===== src/rtl/adder_pkg.sv =====
// -----------------------------------------------------------------------------
// adder_pkg
//   Shared definitions for the adder and its issue-side feeder.
//   - ADDER_DATA_WIDTH : default operand/sum width used by both blocks
//   - feeder_state_t   : state encoding of the adder_feeder control FSM
// -----------------------------------------------------------------------------
package adder_pkg;

    localparam int ADDER_DATA_WIDTH = 32;

    typedef enum logic [2:0] {
        IDLE   = 3'd0,
        LOAD_A = 3'd1,
        LOAD_B = 3'd2,
        ISSUE  = 3'd3,
        WAIT   = 3'd4,
        WRITE  = 3'd5,
        FINISH = 3'd6
    } feeder_state_t;

endpackage : adder_pkg


===== src/rtl/adder_feeder.sv =====
// -----------------------------------------------------------------------------
// adder_feeder
//   Issue-side partner of the adder. On a start pulse it runs a batch of
//   pair_count operand pairs: each pair is popped from a first-word-fall-through
//   input FIFO, presented to the adder with a one-cycle dataAvailible strobe,
//   and once the adder reports complete the sum is pushed to the output FIFO
//   while the result is acknowledged back to the adder in the same cycle.
//   A batch aborts with a sticky error if the adder does not complete within
//   TIMEOUT cycles.
//
// Ports
//   clock         in   rising-edge clock
//   reset         in   asynchronous, active-low reset
//   start         in   1-cycle pulse, latches pair_count (ignored while busy)
//   pair_count    in   number of pairs in the batch (0 => immediate done)
//   in_dout       in   input FIFO head word
//   in_empty      in   input FIFO empty
//   in_rd_en      out  input FIFO pop
//   addend1/2     out  registered operands to the adder
//   dataAvailible out  one-cycle issue strobe to the adder
//   sum           in   adder result
//   complete      in   adder result valid (held until acknowledged)
//   out_rd_en     out  adder result acknowledge
//   out_din       out  output FIFO write data (sum passed straight through)
//   out_full      in   output FIFO full
//   out_wr_en     out  output FIFO push
//   busy          out  batch in progress
//   done          out  one-cycle pulse at batch end
//   error         out  sticky timeout flag, cleared by the next accepted start
// -----------------------------------------------------------------------------
module adder_feeder
    import adder_pkg::*;
#(
    parameter int DATA_WIDTH = ADDER_DATA_WIDTH,
    parameter int CNT_WIDTH  = 16,
    parameter int TIMEOUT    = 64
) (
    input  logic                  clock,
    input  logic                  reset,
    input  logic                  start,
    input  logic [CNT_WIDTH-1:0]  pair_count,
    input  logic [DATA_WIDTH-1:0] in_dout,
    input  logic                  in_empty,
    output logic                  in_rd_en,
    output logic [DATA_WIDTH-1:0] addend1,
    output logic [DATA_WIDTH-1:0] addend2,
    output logic                  dataAvailible,
    input  logic [DATA_WIDTH-1:0] sum,
    input  logic                  complete,
    output logic                  out_rd_en,
    output logic [DATA_WIDTH-1:0] out_din,
    input  logic                  out_full,
    output logic                  out_wr_en,
    output logic                  busy,
    output logic                  done,
    output logic                  error
);

    // Timeout counter only has to reach TIMEOUT-1.
    localparam int TMO_W = (TIMEOUT > 2) ? $clog2(TIMEOUT) : 1;
    localparam logic [TMO_W-1:0]     TMO_LAST = TMO_W'(TIMEOUT - 1);
    localparam logic [TMO_W-1:0]     TMO_ONE  = TMO_W'(32'd1);
    localparam logic [CNT_WIDTH-1:0] CNT_ONE  = CNT_WIDTH'(32'd1);

    feeder_state_t           state_r;
    feeder_state_t           state_s;
    logic [CNT_WIDTH-1:0]    remaining_r;
    logic [TMO_W-1:0]        tmo_r;
    logic [DATA_WIDTH-1:0]   addend1_r;
    logic [DATA_WIDTH-1:0]   addend2_r;
    logic                    busy_r;
    logic                    error_r;
    logic                    in_rd_en_s;
    logic                    out_wr_en_s;
    logic                    data_avail_s;
    logic                    done_s;

    // State register.
    always_ff @(posedge clock or negedge reset) begin
        if (!reset) begin
            state_r <= IDLE;
        end else begin
            state_r <= state_s;
        end
    end

    // Next-state logic.
    always_comb begin
        state_s = state_r;
        case (state_r)
            IDLE: begin
                if (start) begin
                    if (pair_count == '0) begin
                        state_s = FINISH;
                    end else begin
                        state_s = LOAD_A;
                    end
                end else begin
                    state_s = IDLE;
                end
            end
            LOAD_A: begin
                if (!in_empty) begin
                    state_s = LOAD_B;
                end else begin
                    state_s = LOAD_A;
                end
            end
            LOAD_B: begin
                if (!in_empty) begin
                    state_s = ISSUE;
                end else begin
                    state_s = LOAD_B;
                end
            end
            ISSUE: begin
                state_s = WAIT;
            end
            WAIT: begin
                if (complete) begin
                    state_s = WRITE;
                end else if (tmo_r == TMO_LAST) begin
                    state_s = FINISH;
                end else begin
                    state_s = WAIT;
                end
            end
            WRITE: begin
                if (out_full) begin
                    state_s = WRITE;
                end else if (remaining_r == CNT_ONE) begin
                    state_s = FINISH;
                end else begin
                    state_s = LOAD_A;
                end
            end
            FINISH: begin
                state_s = IDLE;
            end
            default: begin
                state_s = IDLE;
            end
        endcase
    end

    // Strobe decode; pop/push are gated by FIFO status so they never fire illegally.
    always_comb begin
        in_rd_en_s   = 1'b0;
        out_wr_en_s  = 1'b0;
        data_avail_s = 1'b0;
        done_s       = 1'b0;
        case (state_r)
            LOAD_A, LOAD_B: in_rd_en_s   = ~in_empty;
            ISSUE:          data_avail_s = 1'b1;
            WRITE:          out_wr_en_s  = ~out_full;
            FINISH:         done_s       = 1'b1;
            default: begin
                in_rd_en_s   = 1'b0;
                out_wr_en_s  = 1'b0;
                data_avail_s = 1'b0;
                done_s       = 1'b0;
            end
        endcase
    end

    // Operand capture, batch counter, timeout counter and status flags.
    always_ff @(posedge clock or negedge reset) begin
        if (!reset) begin
            remaining_r <= '0;
            tmo_r       <= '0;
            addend1_r   <= '0;
            addend2_r   <= '0;
            busy_r      <= 1'b0;
            error_r     <= 1'b0;
        end else begin
            case (state_r)
                IDLE: begin
                    if (start) begin
                        remaining_r <= pair_count;
                        error_r     <= 1'b0;
                        busy_r      <= 1'b1;
                    end
                end
                LOAD_A: begin
                    if (!in_empty) begin
                        addend1_r <= in_dout;
                    end
                end
                LOAD_B: begin
                    if (!in_empty) begin
                        addend2_r <= in_dout;
                    end
                end
                ISSUE: begin
                    tmo_r <= '0;
                end
                WAIT: begin
                    // Addends stay untouched here: the adder samples them until complete.
                    if (!complete) begin
                        tmo_r <= tmo_r + TMO_ONE;
                        if (tmo_r == TMO_LAST) begin
                            error_r <= 1'b1;
                        end
                    end
                end
                WRITE: begin
                    if (!out_full) begin
                        remaining_r <= remaining_r - CNT_ONE;
                    end
                end
                FINISH: begin
                    busy_r <= 1'b0;
                end
                default: begin
                    busy_r <= busy_r;
                end
            endcase
        end
    end

    assign addend1       = addend1_r;
    assign addend2       = addend2_r;
    assign dataAvailible = data_avail_s;
    assign in_rd_en      = in_rd_en_s;
    assign out_wr_en     = out_wr_en_s;
    assign out_rd_en     = out_wr_en_s;   // result is acknowledged exactly when it is stored
    assign out_din       = sum;
    assign busy          = busy_r;
    assign done          = done_s;
    assign error         = error_r;

endmodule : adder_feeder

===== config.mk =====
export PLATFORM = sky130hd
export DESIGN_NAME = adder_feeder
export DESIGN_NICKNAME = d
export VERILOG_FILES = /design/src/rtl/adder_pkg.sv /design/src/rtl/adder_feeder.sv
export SDC_FILE = /design/constraint.sdc
export NUM_CORES = 1
export LEC_CHECK = 0
export ABC_AREA = 0
export CAP_MARGIN = 25
export CORE_ASPECT_RATIO = 0.9
export CORE_MARGIN = 3
export CORE_UTILIZATION = 43
export DETAILED_ROUTE_END_ITERATION = 10
export GPL_TIMING_DRIVEN = 0
export PLACE_DENSITY = 0.8
export SLEW_MARGIN = 10
export SYNTH_ARGS = -nofsm -noshare
export SYNTH_HDL_FRONTEND = slang
export SYNTH_SLANG_ARGS = --single-unit

===== constraint.sdc =====
create_clock -name clock -period 2.2 [get_ports clock]
set_input_delay 0.22 -clock clock [delete_from_list [all_inputs] [get_ports clock]]
set_output_delay 0.22 -clock clock [all_outputs]
set_load 0.03 [all_outputs]

[After elaboration in Yosys (flattened, before gate mapping)]
Cells that the tools add are included.
Cells by class
  $add $sub $neg: 2
  multipliers: 0
  divide/modulo/power cells: 0
  order comparisons: 0
  equal/unequal tests: 12
  shift operators: 0
  muxes and demuxes: 24
  bitwise operators: 2
  reductions and logical operators: 13
Operators by type and width (count)
  16-bit 2-to-1 mux: 2
  16-bit one-hot mux with 2 select lines: 1
  3-bit one-hot mux with 6 select lines: 1
  16-bit by 1-bit == test with 1-bit output, second input constant: 1
  16-bit zero test: 1
  16-bit by 1-bit subtractor with 16-bit output, second input constant: 1
  3-bit 2-to-1 mux: 4
  6-bit one-hot mux with 2 select lines: 1
  3-bit == test, second input constant: 3
  1-bit 2-to-1 mux: 9
  2-bit != test, second input constant: 4
  2-bit AND reduction: 4
  2-bit nonzero test: 4
  6-bit by 1-bit adder with 6-bit output, second input constant: 1
  3-bit by 2-bit == test with 1-bit output, second input constant: 2
  6-bit == test, second input constant: 1
  2-bit 2-to-1 mux: 3
  6-bit 2-to-1 mux: 1
  1-bit one-hot mux with 2 select lines: 2
  4-bit AND reduction: 1
  3-bit by 1-bit == test with 1-bit output, second input constant: 1
  3-bit zero test: 1
  3-bit AND reduction: 1
  1-bit inverter: 2
  2-bit OR reduction: 1
Storage, ports and cells
  register bits: 91
  latch bits: 0
  memory bits (writable): 0
  memory bits (read-only): 0
  bits of input ports: 86
  output and inout port bits: 103
  word-level logic and storage cells: 60
  memories: 0

[Depth between registers and ports, before layout]
Gate-level depths: netlist (run 1).
  depth after elaboration: 4
  depth in mapped cells: 7
  gate-level depth less buffers: 6

[Worst setup path after synthesis (run 1)]
Ideal clock, no wire load.
  path kind: register to output
  start point: register state_r[1]
  end point: output out_wr_en
  arrival time: 1.641 ns
  data required time: 1.980 ns
  slack: 0.339 ns
  stages on the path, launching flop included: 6
  path buffers: 3
  path through: dfrtp_1 > buf_4 > nand3b_4 > clkbuf_1 > nor2_1 > buf_4
Between the ends
  longest elaborated chain between the ends: 2
RTL lines
  start: declaration: line adder_feeder.sv:65  | feeder_state_t state_r;
  start signal: assignment: line adder_feeder.sv:83  | state_r <= state_s;
  3-bit == test: line adder_feeder.sv:152  | case (state_r)
  1-bit 2-to-1 mux: line adder_feeder.sv:152
  end: declaration: line adder_feeder.sv:53  | output logic out_wr_en,
No other way between the ends.

[Worst setup path after layout (run 1)]
Ends and elaborated chain as after synthesis.

==> impl_results.md, run 1 <==
* Max Fclk at 482 MHz
* Core ar. at 0.00983 mm^2
* Max stage delay on crit path at 380 ps
* Compound-gate portion of the synthesized area at 9.06%
* Detailed Routing Iterations Pass 1 at 4
* Dpl cell area at 0.00614 mm^2
* CTS tree: done
* #FFs+latches synth at 91
* P per Cell Area at 1480 mW/mm^2
* Post-synth top area cell: dfrtp_1
* Root buffer cell: clkbuf_16
* Vias per inst at 5.35
* Die X at 113 um
* Critical Path AT at 1850 ps
* Setup crit start kind: flop
* Reg2Reg Depth at 6
* Hold Vio Cnt, Final at 0
* Max layer used: met4
* Cells after Synth at 364
* DRT iter0 DRCs at 186
* Port Buffers at 156
* Critical R2R Launch: remaining_r[0]
* Avg Inst Size Synth at 12.1 um^2
* Cell Rows at 34
* Area grow syn2layout at 48.0%
* Fill count at 749
* Pleak at 2.73 nW
* Post-route ant nets at 0
* Antenna cells at 0
* WHS at 360 ps
* Top Ports at 189
* Yosys warning count at 0
* WL met3 at 743 um
* Final worst path period need at 2070 ps
* DR WL met2 at 5990 um
* Status: finished, final reports clean
* Seq/Total Area, Yosys at 51.8%
* Rel. slew slack at 48.8%
* Crit path max-delay family: buffers and inverters
* M1 WL at 4440 um
* XOR/XNOR Fraction of Synth Area at 0.598%
* Clk pin slew, worst setup/hold paths at 70 ps
* Worst EP required at 1980 ps
* Most frequent cell on the critical path: buf_4
* Clock latency on the worst-skew pair at 340 ps
* Max-cap violations at 0
* Final Skew at 6.56 ps
* Layout Nets at 626
* Initial antenna violation count at 0
* Starting Density at 44.7%
* Count leader, synth: dfrtp_1
* Share of layout cells above drive strength 1 at 28.8%
* Remaining global-route overflow at 0
* Finish-stage setup viols at 0
* Synth top area share at 51.8%
* Routability cong. at 0.850
* # clock sinks at 91
* Crit Path Class: flop to primary output
* Reg-to-reg endpoint: remaining_r[12]
* RSZ-0062 raised after global routing: false
* WP depth at 5
* Peak VDD IR at 837 uV
* R2R Setup Slk at 320 ps
* Number of synthesized flops with an enable pin at 0
* Synth Area in Adders at 0.854%
* Vias at 3577
* Post-synthesis mux area share at 16.7%
* Clock tree buffer depth at 2
* Routed wire per std cell at 17.1 um
* Post-DP HPWL at 8680 um
* CTS H-tree lvls at 3
* Synth Area in Simple Gates at 12.2%
* Worst setup EP type: primary output
* Slew Limit Fails at 0
* Post-synth net total at 453
* Remaining DRCs at 0
* Worst-Margin Slew at 762 ps
* Worst path cell trace: buf_4 > nand3b_4 > nor2_1 > buf_4 > clkdlybuf4s15_1
* Global-route wire length before repair at 18000 um
* Post-Route Utilization at 66.2%
* WL final at 11400 um
* Buffers plus inverters on the worst setup path at 3
* Design Area, Final at 0.00650 mm^2
* Crit path max fanout at 13
* Period Utilization, post-route at 94.2%
* Largest net degree at the start of global routing at 61
* Mapped Area at 0.00439 mm^2
* DIE AREA at 0.0115 mm^2
* GRT Overall Usage at 19.4%
* Async SR Flop Fraction at 100%
* Number of global-route vias before repair at 3567
* Yosys cell types at 51
* Area contributors post-synth: dfrtp_1 (52%), mux2_2 (17%), buf_4 (6.5%)
* Ys flop type: dfrtp_1
* Synth cell count leaders: dfrtp_1 (91), mux2_2 (65), buf_4 (38), a21oi_1 (21), nor2_1 (20)
* Cell at the slowest stage of the critical path: dfrtp_1
* Largest family of logic cells by synthesized area: multiplexers
* Die Span Y at 102 um
* Cts bufs inserted at 9
* Hold Path Class: input port to async pin
-- power breakdown --
group	total, mW	internal (mW)	switching, mW
Clock	1.52	0.800	0.718
Combinational	5.07	2.36	2.71
Sequential	3.05	2.49	0.565
-- repair_timing --
action | CTS | global route
setup endpoints to repair | 5 | 5
pin swaps | 0 | 1
setup buffers | 0 | 5
resized for setup | 7 | 12
endpoints found under the hold margin | 31 | 0
hold buffers | 1 | 0
-- final cells by class --
cell class | count | area [um^2] | share of cell area (%)
sequential | 91 | 2280 | 35.0
inverter | 7 | 26.3 | 0.404
clock inverter | 7 | 72.6 | 1.12
multi-input combinational | 217 | 1750 | 26.9
clock buffer | 9 | 225 | 3.46
timing repair buffer | 163 | 1630 | 25.0
tap | 126 | 158 | 2.42
buffer | 48 | 363 | 5.58
-- per-stage QoR --
stage                     setup WS, ps  total power, mW  setup TNS [ps]  std cells
after floorplan                    339             6.10               0        364
after global placement           -2380             7.96         -216190        646
after detailed placement          -373             8.12            -373        647
after CTS                         -189             9.64            -189        663
after global routing              47.9             10.1               0        668
final                              127             9.64               0        668
-- logic make-up after synthesis --
group | after synthesis
adders and majority gates | 3
and+or+nand+nor | 85
AOI/OAI and AO/OA | 61
muxes | 65
buffers and inverters | 56
DFF | 91
xor gates and xnor gates | 3
-- routing by layer --
metal  GRT usage, %  vias up
met4           5.18        0
met5              0        -
met3           4.97       15
met1           23.4     1761
li1               -     1641
met2           34.9      160
-- how the worst max path moves through the flow --
stage / startpoint / slack [ps] / end
3_5_place_dp: in_empty / -370 / in_rd_en
5_1_grt: state_r[0] / 50 / in_rd_en
4_1_cts: state_r[0] / -190 / in_rd_en
6_report: state_r[1] / 130 / out_wr_en
2_1_floorplan: state_r[1] / 340 / out_wr_en
3_3_place_gp: reset / -2380 / addend1[5]
-- registers in the layout (all words and copies together), names as in the netlist --
signal,count
busy,1
addend2,32
tmo_r,6
error,1
addend1,32
state_r,3
remaining_r,16
-- layout by cell type, fill, tap and decap left out, drive strengths merged, types with 3 or more instances in the layout --
cell type,netlist,final
nand2,11,11
buf,48,54
a31oi,5,5
o21ai,13,13
inv,7,10
mux2,65,65
nor3,10,10
nor4,9,9
a21oi,22,22
clkbuf,1,11
nand4,6,6
o22a,4,4
a2bb2oi,5,5
clkdlybuf4s50,0,150
ha,3,3
o22ai,4,4
nand3,9,9
dlygate4sd2,0,3
nor4b,3,3
nor2,21,21
nand2b,3,3
clkinv,0,3
dfrtp,91,91
No activity file was read; power rests on OpenSTA's default activity.
==> inputs of run 2 (changes only) <==
--- a/config.mk
+++ b/config.mk
@@ -13,7 +13,6 @@
 export DETAILED_ROUTE_END_ITERATION = 10
 export GPL_TIMING_DRIVEN = 0
 export PLACE_DENSITY = 0.8
-export SLEW_MARGIN = 10
 export SYNTH_ARGS = -nofsm -noshare
 export SYNTH_HDL_FRONTEND = slang
 export SYNTH_SLANG_ARGS = --single-unit
==> results of run 2 <==
The final DEF is identical to that of run 1; final timing and power are the same.
==> inputs of run 3 (changes only) <==
--- a/config.mk
+++ b/config.mk
@@ -5,7 +5,7 @@
 export SDC_FILE = /design/constraint.sdc
 export NUM_CORES = 1
 export LEC_CHECK = 0
-export ABC_AREA = 0
+export ABC_AREA = 1
 export CAP_MARGIN = 25
 export CORE_ASPECT_RATIO = 0.9
 export CORE_MARGIN = 3
@@ -13,6 +13,7 @@
 export DETAILED_ROUTE_END_ITERATION = 10
 export GPL_TIMING_DRIVEN = 0
 export PLACE_DENSITY = 0.8
+export SKIP_CTS_REPAIR_TIMING = 1
 export SYNTH_ARGS = -nofsm -noshare
 export SYNTH_HDL_FRONTEND = slang
 export SYNTH_SLANG_ARGS = --single-unit
==> run 3 against run 2 <==
  * Clock-buffer cell count is the same
  * Synthesized cell count rose by 58%
  * Largest cell class unchanged
  * Critical endpoint is now dataAvailible
  * Via count rose by 21%
  * Register-to-register slack improved by 250 ps
==> impl_results.md, run 3 <==
* Finish-stage setup viols at 0 (unchanged)
* Clock latency on the worst-skew pair at 340 ps (about the same)
* DIE AREA at 0.0118 mm^2 (+2.9%)
* Worst setup EP type: primary output
* Fill count at 861 (+15%)
* Antenna cells at 0 (unchanged)
* Largest net degree at the start of global routing at 55 (-9.8%)
* Area contributors post-synth: dfrtp_1 (50%), nand2_1 (13%), inv_1 (6.0%)
* Cts bufs inserted at 9 (unchanged)
* Starting Density at 45.5% (+0.78 points)
* Pwr Total at 8.86 mW (-8.1%)
* Remaining global-route overflow at 0 (unchanged)
* CTS tree: done
* Synth cell count leaders: nand2_1 (160), dfrtp_1 (91), inv_1 (72), o21ai_0 (47), nor2_1 (45)
* Routed wire per std cell at 14.6 um (-14%)
* Crit Path Class: flop to primary output
* Max Fclk at 480 MHz (-0.53%)
* Cell Rows at 34 (unchanged)
* P per Cell Area at 1350 mW/mm^2 (-8.9%)
* Number of global-route vias before repair at 4248 (+19%)
* Period Utilization, post-route at 94.7% (+0.50 points)
* Initial antenna violation count at 0 (unchanged)
* Detailed Routing Iterations Pass 1 at 4 (unchanged)
* Final setup TNS at 0 ps (unchanged)
* Synth Area in Simple Gates at 23.0% (+11 points)
* Layout Cells excl Fill at 875 (+31%)
* Top Ports at 189 (unchanged)
* Pleak at 3.19 nW (+17%)
* Most frequent cells in the layout: nand2_1 (160), clkdlybuf4s50_1 (152), dfrtp_1 (91)
* Synth top area share at 50.3% (-1.5 points)
* Cells after Synth at 576 (+58%)
* Die Span Y at 103 um (+1.4%)
* RSZ-0062 raised after global routing: false
* Post-synth top area cell: dfrtp_1
* Post-route ant nets at 0 (unchanged)
* Avg Inst Size Synth at 7.86 um^2 (-35%)
* Clk pin slew, worst setup/hold paths at 70 ps (about the same)
* Synth Area in Adders at 0.829% (-0.025 points)
* Area grow syn2layout at 44.9%
* Worst EP required at 1980 ps (about the same)
* Most common library cell in the layout ignoring fill and taps: nand2_1
* Crit path max fanout at 5 (-8)
* Rel. slew slack at 66.3% (+18 points)
* WL final at 12800 um (+12%)
* Max-cap violations at 0 (unchanged)
* Critical Path AT at 1860 ps (about the same)
* Dpl cell area at 0.00627 mm^2 (+2.2%)
* GRT Overall Usage at 21.2% (+1.8 points)
* Status: finished, final reports clean
* Largest family of logic cells by synthesized area: simple AND/OR/NAND/NOR gates
* CTS H-tree lvls at 3 (unchanged)
* Root buffer cell: clkbuf_16
* Share of layout cells above drive strength 1 at 10.9% (-18 points)
* Yosys warning count at 0 (unchanged)
* Remaining DRCs at 0 (unchanged)
* Crit path max-delay family: buffers and inverters
* Cell at the slowest stage of the critical path: clkdlybuf4s50_1
* Slew Limit Fails at 0 (unchanged)
* Vias at 4322 (+21%)
* Max stage delay on crit path at 670 ps (+290 ps)
* Final Skew at 11.5 ps (+4.94 ps)
* Core ar. at 0.00995 mm^2 (+1.3%)
* Vias per inst at 4.94 (-7.8%)
* Yosys cell types at 26 (-49%)
* Post-synth net total at 665 (+47%)
* WHS at 402 ps (+42.0 ps)
* Hold Vio Cnt, Final at 0 (unchanged)
* Peak VDD IR at 824 uV (-1.5%)
* XOR/XNOR Fraction of Synth Area at 0% (-0.60 points)
* Routability cong. at 0.890 (+4.6%)
* Hold Path Class: input port to async pin
* Count leader, synth: nand2_1
* Port Buffers at 156 (unchanged)
* Clock tree buffer depth at 2 (unchanged)
* Worst-Margin Slew at 505 ps (-257 ps)
* Buffers plus inverters on the worst setup path at 3 (unchanged)
* DRT iter0 DRCs at 305 (+64%)
* Compound-gate portion of the synthesized area at 11.7% (+2.6 points)
* Die X at 114 um (+1.4%)
* Final worst path period need at 2080 ps (+11.0 ps)
* Worst path cell trace: inv_2 > nor2_2 > nand2_1 > inv_1 > clkdlybuf4s50_1
* Seq/Total Area, Yosys at 50.3% (-1.5 points)
* Post-DP HPWL at 9900 um (+14%)
* Layout Nets at 834 (+33%)
* Async SR Flop Fraction at 100% (unchanged)
* Placed cell count at 859 (+33%)
* Global-route wire length before repair at 20100 um (+12%)
* # clock sinks at 91 (unchanged)
* Number of synthesized flops with an enable pin at 0 (unchanged)
* Setup crit start kind: flop
* Mapped Area at 0.00453 mm^2 (+3.1%)
* #FFs+latches synth at 91 (unchanged)
* Ys flop type: dfrtp_1
* Design Area, Final at 0.00656 mm^2 (+0.92%)
* Post-synthesis mux area share at 0% (-17 points)
[run 3: final cells by class]
type	instances	area, um^2	area share (%)
Timing Repair Buffer	158	1600	24.3
Clock inverter	6	55.1	0.839
Tap cell	126	158	2.40
Inverter	76	285	4.35
Multi-Input combinational cell	357	1610	24.5
Clock buffer	9	225	3.43
Sequential cell	91	2280	34.7
Buffer	52	358	5.45
[run 3: kinds of logic after synthesis]
group                      after synthesis
and+or+nand+nor                        253
buffers and inverters                  128
AOI/OAI and AO/OA                      101
DFF                                     91
adders and majority gates                3
[run 3: path summary, 6_finish.rpt]
kind | start | cells past startpoint | slack, ps | endpoint
worst max-delay path | state_r[0] | 5 | 120 | dataAvailible
worst min-delay path | reset | 2 | 400 | addend2[27]
worst max register to register | remaining_r[4] | 8 | 570 | remaining_r[11]
worst min register to register | addend2[10] | 2 | 490 | addend2[10]
max in group asynchronous | reset | 3 | 1150 | addend1[10]
min in group clock | in_dout[16] | 3 | 450 | addend1[16]
[run 3: worst register-to-register path, delay by kind of cell, from the launching register on]
kind | cells | cell delay [ps]
flops | 1 | 440
simple gates | 8 | 1080
[run 3: where the power goes]
group          switching [mW]  internal (mW)  leakage (nW)  total (mW)
Combinational            2.74           1.75          1.93        4.49
Sequential              0.521           2.41          1.14        2.93
Clock                   0.676          0.771         0.123        1.45
[run 3: layer usage]
metal	wire [um]	part of all wire, %	vias to the layer above	global-route usage (%)
met5	0	0	-	0
met4	167	1.3	0	4.38
met3	863	6.7	16	5.00
met2	6490	51	159	38.0
met1	5270	41	2028	26.5
li1	-	-	2119	-
[run 3: per-stage QoR]
step,setup slack [ps],utilization [%]
2_1_floorplan,645,-
6_report,116,65.9
5_1_grt,7.51,65.9
3_5_place_dp,-41.7,63.0
3_3_place_gp,-2320,62.8
4_1_cts,-303,65.8
